$ cat src/rtl/mem_arbiter.sv
`default_nettype none
// +--------------------------------------------------------------------------+
// | mem_arbiter: fetch/data arbiter for one shared single-port memory.        |
// | Optional ARB_ROUND_ROBIN_EN: alternate grants when both sides request.    |
// | Revision: 1.0                                                             |
// +--------------------------------------------------------------------------+
module mem_arbiter #(
  parameter int MEM_LAT = 2
) (
  input  logic        clk,
  input  logic        reset,
  input  logic        i_req,
  input  logic [31:0] i_addr,
  output logic [31:0] i_rdata,
  output logic        i_ready,
  input  logic        d_req,
  input  logic        d_we,
  input  logic [31:0] d_addr,
  input  logic [31:0] d_wdata,
  output logic [31:0] d_rdata,
  output logic        d_ready,
  output logic        mem_en,
  output logic        mem_we,
  output logic [31:0] mem_addr,
  output logic [31:0] mem_wdata,
  input  logic [31:0] mem_rdata,
  output logic        stall_f,
  output logic        stall_m
);

  localparam logic [1:0] c_IDLE  = 2'd0;
  localparam logic [1:0] c_IBUSY = 2'd1;
  localparam logic [1:0] c_DBUSY = 2'd2;
  localparam logic [1:0] c_DONE  = 2'd3;
  localparam logic [3:0] c_LAT_LOAD = 4'(MEM_LAT - 1);

  logic [1:0]  r_state;
  logic [1:0]  w_nextState;
  logic [3:0]  r_count;
  logic [31:0] r_addr;
  logic [31:0] r_wdata;
  logic        r_we;
  logic        r_servedData;
  logic        w_grantData;
  logic        w_grantFetch;
  logic        w_busy;
  logic        w_lastBusy;

`ifdef ARB_ROUND_ROBIN_EN
  logic r_lastData;

  // On contention the side that was not served last wins.
  always_comb begin
    w_grantData  = 1'b0;
    w_grantFetch = 1'b0;
    if (r_state == c_IDLE) begin
      if (d_req && i_req) begin
        w_grantData  = ~r_lastData;
        w_grantFetch = r_lastData;
      end else begin
        w_grantData  = d_req;
        w_grantFetch = i_req;
      end
    end
  end

  always_ff @(posedge clk or negedge reset) begin
    if (!reset) begin
      r_lastData <= 1'b0;
    end else if (w_grantData || w_grantFetch) begin
      r_lastData <= w_grantData;
    end
  end
`else
  assign w_grantData  = (r_state == c_IDLE) && d_req;
  assign w_grantFetch = (r_state == c_IDLE) && i_req && !d_req;
`endif

  assign w_busy     = (r_state == c_IBUSY) || (r_state == c_DBUSY);
  assign w_lastBusy = w_busy && (r_count == 4'd0);

  always_ff @(posedge clk or negedge reset) begin
    if (!reset) begin
      r_state <= c_IDLE;
    end else begin
      r_state <= w_nextState;
    end
  end

  always_comb begin
    w_nextState = r_state;
    case (r_state)
      c_IDLE: begin
        if (w_grantData) begin
          w_nextState = c_DBUSY;
        end else if (w_grantFetch) begin
          w_nextState = c_IBUSY;
        end
      end
      c_IBUSY, c_DBUSY: begin
        if (r_count == 4'd0) begin
          w_nextState = c_DONE;
        end
      end
      default: w_nextState = c_IDLE;
    endcase
  end

  always_comb begin
    mem_en  = w_busy;
    mem_we  = (r_state == c_DBUSY) && r_we;
    i_ready = (r_state == c_DONE) && !r_servedData;
    d_ready = (r_state == c_DONE) && r_servedData;
  end

  // Transaction operands are latched at grant so the memory side stays stable
  // even if the requester changes or drops its inputs mid-transaction.
  always_ff @(posedge clk or negedge reset) begin
    if (!reset) begin
      r_count      <= 4'd0;
      r_addr       <= 32'd0;
      r_wdata      <= 32'd0;
      r_we         <= 1'b0;
      r_servedData <= 1'b0;
      i_rdata      <= 32'd0;
      d_rdata      <= 32'd0;
    end else begin
      if (w_grantData) begin
        r_addr       <= d_addr;
        r_we         <= d_we;
        r_wdata      <= d_wdata;
        r_servedData <= 1'b1;
        r_count      <= c_LAT_LOAD;
      end else if (w_grantFetch) begin
        r_addr       <= i_addr;
        r_we         <= 1'b0;
        r_servedData <= 1'b0;
        r_count      <= c_LAT_LOAD;
      end else if (w_busy && (r_count != 4'd0)) begin
        r_count <= r_count - 4'd1;
      end

      if (w_lastBusy) begin
        if (!r_servedData) begin
          i_rdata <= mem_rdata;
        end else if (!r_we) begin
          d_rdata <= mem_rdata;
        end
      end
    end
  end

  assign mem_addr  = r_addr;
  assign mem_wdata = r_wdata;
  assign stall_f   = i_req & ~i_ready;
  assign stall_m   = d_req & ~d_ready;

endmodule
`default_nettype wire

$ cat config.mk
export PLATFORM = sky130hd
export DESIGN_NAME = mem_arbiter
export DESIGN_NICKNAME = d
export VERILOG_FILES = /design/src/rtl/mem_arbiter.sv
export SDC_FILE = /design/constraint.sdc
export NUM_CORES = 1
export LEC_CHECK = 0
export ABC_CLOCK_PERIOD_IN_PS = 4500
export CAP_MARGIN = 20
export CORE_ASPECT_RATIO = 1.25
export CORE_MARGIN = 5
export CORE_UTILIZATION = 44
export CTS_CLUSTER_DIAMETER = 80
export DETAILED_ROUTE_END_ITERATION = 10
export GPL_TIMING_DRIVEN = 0
export PLACE_DENSITY_LB_ADDON = 0.3
export SYNTH_ARGS = -nofsm -noshare
export SYNTH_HDL_FRONTEND = slang
export SYNTH_SLANG_ARGS = --single-unit
export TNS_END_PERCENT = 1
$ cat constraint.sdc
create_clock -name clk -period 4.5 [get_ports clk]
set_input_delay 1.125 -clock clk [delete_from_list [all_inputs] [get_ports clk]]
set_output_delay 1.125 -clock clk [all_outputs]
set_load 0.005 [all_outputs]
==> flow_summary_export.csv, run 1 <==
group,metric,value,unit
status,outcome,"finished, final reports clean",
power,ir_drop,0.302,mV
finish,area_delta_synth_final,63.8,%
clocking,clk_pin_slew,60,ps
detailed_routing,firstDrtPassIters,4,
clocking,cts_buffers,17,
critical_path,end_kind,"output port",
grt,grt_pass1_vias,4761,
sta,hold_slack,487,ps
sta,setup_violations,0,
clocking,ctsHtreeMaxLevel,4,
critical_path,critPathKind,"in -> out",
detailed_routing,ant_nets,0,
clocking,post_cts_buffers,0,
synthesis,synth_cells,369,
job,maxCapViolCount,0,
sta,period_share,0.916,
sta,finalMaxSlewViolations,0,
clocking,cts-root-buf,"clkbuf_16",
critical_path,slowest_delay,530,ps
sta,hold_viol,0,
critical_path,crit_required,3380,ps
grt,gr-usage-all-layers,0.208,
synthesis,avgSynthCellArea,14.9,um^2
placement,hpwlAfterDp,12000,um
synthesis,syn_nets,507,
sta,worst_pin_slew,486,ps
grt,grt-ovfl-total,0,
grt,antenna_found_initial,0,
power,p_leak,3.80,nW
detailed_routing,wirelength,15500,um
clocking,cts_hold_buf,0,
critical_path,crit_buf_inv,4,
power,power_density,707,nW/um^2
clocking,cts_tree,"yes",
critical_path,rrSetupSlack,2270,ps
floorplan,start_util,0.451,
placement,gp_congestion,0.780,
clocking,clock_latency,400,ps
critical_path,crit_top_cell,"clkdlybuf4s50_1",
detailed_routing,drt_iter0_markers,145,
clocking,ctsResizeCount,0,
finish,fin_nets,793,
sta,fin_skew,7.24,ps
finish,drive_gt1_frac,0.219,
synthesis,synth_warnings,0,
sta,relSlewSlack,0.676,
floorplan,fp.dieH,135,um
clocking,clock_sinks,136,
synthesis,synth_area,5510,um^2
finish,final_cell_area,9030,um^2
synthesis,yosysSeqAreaShare,0.617,
detailed_routing,num_vias,4247,
sta,rsz0062_at_grt,"no",
floorplan,core,12200,um^2
finish,instances_no_fill,832,
critical_path,critPathTopFamily,"buffers and inverters",
critical_path,crit_chain,"clkdlybuf4s50_1 > buf_2 > clkbuf_1 > nor2b_1 > clkdlybuf4s50_1",
placement,postPlaceCellArea,8410,um^2
finish,final_util,0.739,
sta,fmax,243,MHz
floorplan,ios,267,
finish,insertedDiodeCount,0,
detailed_routing,wl_per_cell,18.7,um
placement,port_buffers,266,
grt,grt_max_degree,100,
critical_path,slowest_stage,"clkdlybuf4s50_1",
critical_path,crit_fanout,10,
floorplan,row_count,45,
placement,placed_cells,800,
synthesis,ys_ff_latch,136,
floorplan,fp.dieW,110,um
synthesis,ys_types,31,
detailed_routing,viasPerCell,5.10,
clocking,cts_buffer_depth,2,
floorplan,die-area,14900,um^2
grt,grt_pass1_wl,24000,um
detailed_routing,drc,0,
critical_path,startpoint_type,"input port",
worst_hold_path,hp-class,"reg -> reg",
critical_path,worstPathArrival,2990,ps
sta,period_needed,4120,ps
## flip-flops by register name, indices dropped and copies added (netlist names)
register / flops
r_count: 4
i_rdata: 32
r_servedData: 1
r_we: 1
mem_addr: 32
d_rdata: 32
r_state: 2
mem_wdata: 32
## worst register-to-register path: stages (launching register included)
cell and delay (ps):
dfrtp_1 350, inv_1 80, ha_1 300, clkbuf_1 280, inv_2 150, nor3_4 380, buf_6 220, mux2_2 360
## power breakdown
part | internal [mW] | switching, mW
clock network | 0.906 | 0.525
logic | 1.81 | 0.956
registers | 1.85 | 0.338
total | 4.57 | 1.82
## cell type report
cell class / instances / area, um^2
plain buffers: 26 / 133
clock buffers: 19 / 453
clock inverters: 13 / 169
fillers: 818 / 3190
inverters: 5 / 18.8
multi-input cells: 202 / 1960
flip-flops and latches: 136 / 3400
well taps: 164 / 205
repair buffers: 267 / 2690
## routing by layer
metal  wire length (um)  up-vias  global-route usage  share of wire
met3               1460       23              0.0753          0.094
met2               8410      176               0.380           0.54
met5                  0        -                   0              0
li1                   -     1946                   -              -
met1               5350     2102               0.217           0.34
met4                306        0              0.0732          0.020
## cell families (layout without fill, tap and decap cells)
group	after synthesis	after routing	synth area share
DFF	136	136	0.617
and+or+nand+nor	24	24	0.0279
AOI/OAI and AO/OA	74	74	0.114
muxes	99	99	0.202
buffers and inverters	31	330	0.0275
adders and majority gates	5	5	0.0113
## cells in the mapped netlist (all sizes together)
library cell / count / area [um^2]
or3b: 1 / 11.3
dfrtp: 136 / 3400
mux2i: 2 / 20.0
a32o: 1 / 10.0
o21a: 1 / 7.51
a22o: 64 / 561
mux2: 97 / 1090
nor2: 2 / 7.51
a22oi: 1 / 7.51
a21oi: 2 / 10.0
o32ai: 1 / 8.76
o21ai: 2 / 10.0
nand2b: 2 / 12.5
o41ai: 1 / 8.76
nor2b: 5 / 31.3
o211ai: 1 / 7.51
nor3b: 1 / 12.5
nor3: 2 / 21.3
and2: 2 / 12.5
or3: 1 / 6.26
clkbuf: 13 / 48.8
ha: 5 / 62.6
buf: 13 / 83.8
inv: 5 / 18.8
nand4b: 1 / 8.76
nand2: 4 / 15.0
nand3: 3 / 15.0
## final timing paths
check | start | endpoint | cells past startpoint
hold / removal | i_rdata[6]$_DFFE_PN0P_ | i_rdata[6]$_DFFE_PN0P_ | 1
hold reg to reg | i_rdata[6]$_DFFE_PN0P_ | i_rdata[6]$_DFFE_PN0P_ | 1
setup reg to reg | r_state[0]$_DFFE_PN0P_ | i_rdata[31]$_DFFE_PN0P_ | 7
max in group asynchronous | reset | mem_addr[28]$_DFFE_PN0P_ | 2
setup / recovery | d_req | stall_m | 5
min in group asynchronous | reset | i_rdata[12]$_DFFE_PN0P_ | 1
## per-stage QoR
stage	power, mW	TNS, ps	setup WS (ps)
final	6.39	0	380
after global routing	6.76	0	245
after CTS	6.47	0	376
after detailed placement	5.00	0	394
after global placement	4.89	-387770	-2860
after floorplan	3.30	0	1640
## cells in the final DEF, fill, tap and decap left out, drive strengths merged, types with 5 or more instances in the layout
| cell | Yosys | layout |
|---|---|---|
| nor2b | 5 | 5 |
| mux2 | 97 | 97 |
| dfrtp | 136 | 136 |
| inv | 5 | 7 |
| ha | 5 | 5 |
| a22o | 64 | 64 |
| clkbuf | 13 | 32 |
| clkdlybuf4s50 | 0 | 265 |
| buf | 13 | 15 |
Power figures use the tool's default switching activity.
==> run 2: changes to the inputs <==
--- a/config.mk
+++ b/config.mk
@@ -5,15 +5,16 @@
 export SDC_FILE = /design/constraint.sdc
 export NUM_CORES = 1
 export LEC_CHECK = 0
-export ABC_CLOCK_PERIOD_IN_PS = 4500
+export ABC_CLOCK_PERIOD_IN_PS = 3800
 export CAP_MARGIN = 20
 export CORE_ASPECT_RATIO = 1.25
 export CORE_MARGIN = 5
-export CORE_UTILIZATION = 44
+export CORE_UTILIZATION = 41
 export CTS_CLUSTER_DIAMETER = 80
 export DETAILED_ROUTE_END_ITERATION = 10
 export GPL_TIMING_DRIVEN = 0
 export PLACE_DENSITY_LB_ADDON = 0.3
+export REMOVE_ABC_BUFFERS = 1
 export SYNTH_ARGS = -nofsm -noshare
 export SYNTH_HDL_FRONTEND = slang
 export SYNTH_SLANG_ARGS = --single-unit
==> constraint.sdc (replaced) <==
create_clock -name clk -period 3.8 [get_ports clk]
set_input_delay 0.95 -clock clk [delete_from_list [all_inputs] [get_ports clk]]
set_output_delay 0.95 -clock clk [all_outputs]
set_load 0.005 [all_outputs]
==> flow_summary_export.csv, run 2 (synthesized netlist as in run 1, its figures left out) <==
group,metric,value,unit
status,outcome,"finished, final reports clean",
sta,hold_viol,0,
grt,grt_pass1_wl,23900,um
sta,fmax,282,MHz
sta,setup_violations,0,
placement,post-place-ws,-2.84,ps
detailed_routing,firstDrtPassIters,4,
worst_hold_path,hp-class,"reg -> reg",
placement,port_buffers,266,
clocking,cts_tree,"yes",
placement,postPlaceCellArea,8480,um^2
sta,relSlewSlack,0.398,
finish,fin_nets,775,
finish,area_delta_synth_final,64.5,%
detailed_routing,wl_per_cell,18.4,um
clocking,post_cts_buffers,0,
finish,final_cell_mix,"264 x clkdlybuf4s50_1, 136 x dfrtp_1, 95 x mux2_2, 64 x a22o_1, 17 x clkbuf_16",
sta,period_needed,3540,ps
finish,final_common_cell,"clkdlybuf4s50_1",
clocking,cts_buffers,17,
clocking,clock_latency,400,ps
floorplan,ios,267,
grt,antenna_found_initial,0,
detailed_routing,drc,0,
sta,worst_pin_slew,900,ps
sta,hold_slack,497,ps
job,maxCapViolCount,0,
critical_path,critPathKind,"in -> out",
critical_path,startpoint_type,"input port",
clocking,clk_pin_slew,60,ps
placement,hpwlAfterDp,11700,um
finish,final_cell_area,9070,um^2
floorplan,fp.dieW,114,um
power,ir_drop,0.362,mV
clocking,ctsHtreeMaxLevel,4,
sta,finalMaxSlewViolations,0,
clocking,cts-root-buf,"clkbuf_16",
grt,grt_pass1_vias,4671,
floorplan,row_count,47,
power,power.internal,5.39,mW
critical_path,crit_required,2850,ps
power,p_sw,2.15,mW
clocking,ctsResizeCount,1,
grt,grt_max_degree,74,
detailed_routing,drt_iter0_markers,155,
critical_path,crit_chain,"dlygate4sd2_1 > buf_16 > nor2b_1 > clkdlybuf4s50_1",
finish,final_util,0.685,
detailed_routing,viasPerCell,5.07,
critical_path,slowest_delay,730,ps
critical_path,critPathTopFamily,"buffers and inverters",
detailed_routing,ant_nets,0,
grt,gr-usage-all-layers,0.191,
detailed_routing,wirelength,15100,um
sta,rsz0062_at_grt,"no",
clocking,cts_buffer_depth,2,
critical_path,slowest_stage,"dlygate4sd2_1",
sta,setup_slack,258,ps
critical_path,crit_buf_inv,3,
clocking,clock_sinks,136,
power,power_density,831,nW/um^2
placement,gp_congestion,0.742,
floorplan,die-area,15900,um^2
finish,insertedDiodeCount,0,
power,clockPowerShare,0.214,
sta,fin_skew,10.3,ps
sta,period_share,0.932,
grt,grt-ovfl-total,0,
clocking,cts_hold_buf,0,
floorplan,fp.dieH,140,um
power,power_frac_comb,0.445,
power,pwr-share-seq,0.341,
critical_path,crit_fanout,20,
detailed_routing,num_vias,4161,
floorplan,start_util,0.417,
floorplan,core,13200,um^2
power,p_sw_frac,0.285,
critical_path,worstPathArrival,2590,ps
finish,drive_gt1_frac,0.217,
power,p_leak,3.81,nW
critical_path,end_kind,"output port",
[run 2: changes by cell type in the layout (fill, tap and decap cells not counted), moves of 2 or more]
| cell | before | now |
|---|---|---|
| buf_16 | 1 | 6 |
| buf_6 | 4 | 1 |
| clkbuf_1 | 13 | 2 |
| clkinv_4 | 3 | 1 |
| buf_8 | 0 | 3 |
| buf_2 | 10 | 0 |
[run 2: final timing paths]
kind                                         from                   endpoint  slack (ps)  depth (start not counted)
setup / recovery                            d_req                    stall_m         260                          4
hold / removal             i_rdata[6]$_DFFE_PN0P_     i_rdata[6]$_DFFE_PN0P_         500                          1
setup reg to reg           r_state[0]$_DFFE_PN0P_  mem_wdata[28]$_DFFE_PN0P_        1220                          5
hold reg to reg            i_rdata[6]$_DFFE_PN0P_     i_rdata[6]$_DFFE_PN0P_         500                          1
max in group asynchronous                   reset  mem_wdata[29]$_DFFE_PN0P_        2530                          2
min in group asynchronous                   reset     i_rdata[1]$_DFFE_PN0P_         530                          1
[run 2: layout make-up]
| class | count | area (um^2) |
|---|---|---|
| clock buffer | 20 | 447 |
| fill | 969 | 4160 |
| clock inverter | 12 | 141 |
| timing repair buffer | 275 | 2870 |
| tap | 171 | 214 |
| sequential | 136 | 3400 |
| inverter | 5 | 18.8 |
| multi-input combinational | 202 | 1970 |
[run 2: stage by stage]
step | total power, mW | TNS (ps) | cells
3_5_place_dp | 6.00 | -2.84 | 789
4_1_cts | 7.65 | 0 | 821
5_1_grt | 7.99 | 0 | 821
2_1_floorplan | 3.86 | 0 | 343
6_report | 7.54 | 0 | 821
3_3_place_gp | 5.74 | -561490 | 780
[run 2: per-layer routing]
metal / global-route usage / up-vias / share of wire
li1: - / 1909 / -
met4: 0.0810 / 0 / 0.026
met2: 0.330 / 187 / 0.52
met3: 0.0708 / 28 / 0.090
met5: 0 / - / 0
met1: 0.208 / 2037 / 0.36
[run 2: power groups by stage]
stage	logic (mW)	clock network [mW]	registers [mW]
2_1_floorplan	1.24	0	2.61
3_3_place_gp	3.19	0	2.55
3_5_place_dp	3.40	0	2.60
4_1_cts	3.42	1.66	2.58
5_1_grt	3.60	1.73	2.66
6_report	3.36	1.61	2.57
==> run 3: changes to the inputs <==
--- a/config.mk
+++ b/config.mk
@@ -10,7 +10,7 @@
 export CORE_ASPECT_RATIO = 1.25
 export CORE_MARGIN = 5
 export CORE_UTILIZATION = 41
-export CTS_CLUSTER_DIAMETER = 80
+export CTS_CLUSTER_DIAMETER = 100
 export DETAILED_ROUTE_END_ITERATION = 10
 export GPL_TIMING_DRIVEN = 0
 export PLACE_DENSITY_LB_ADDON = 0.3
==> results of run 3 <==
Same layout as run 2: the final DEF is identical, and so are final timing and power.
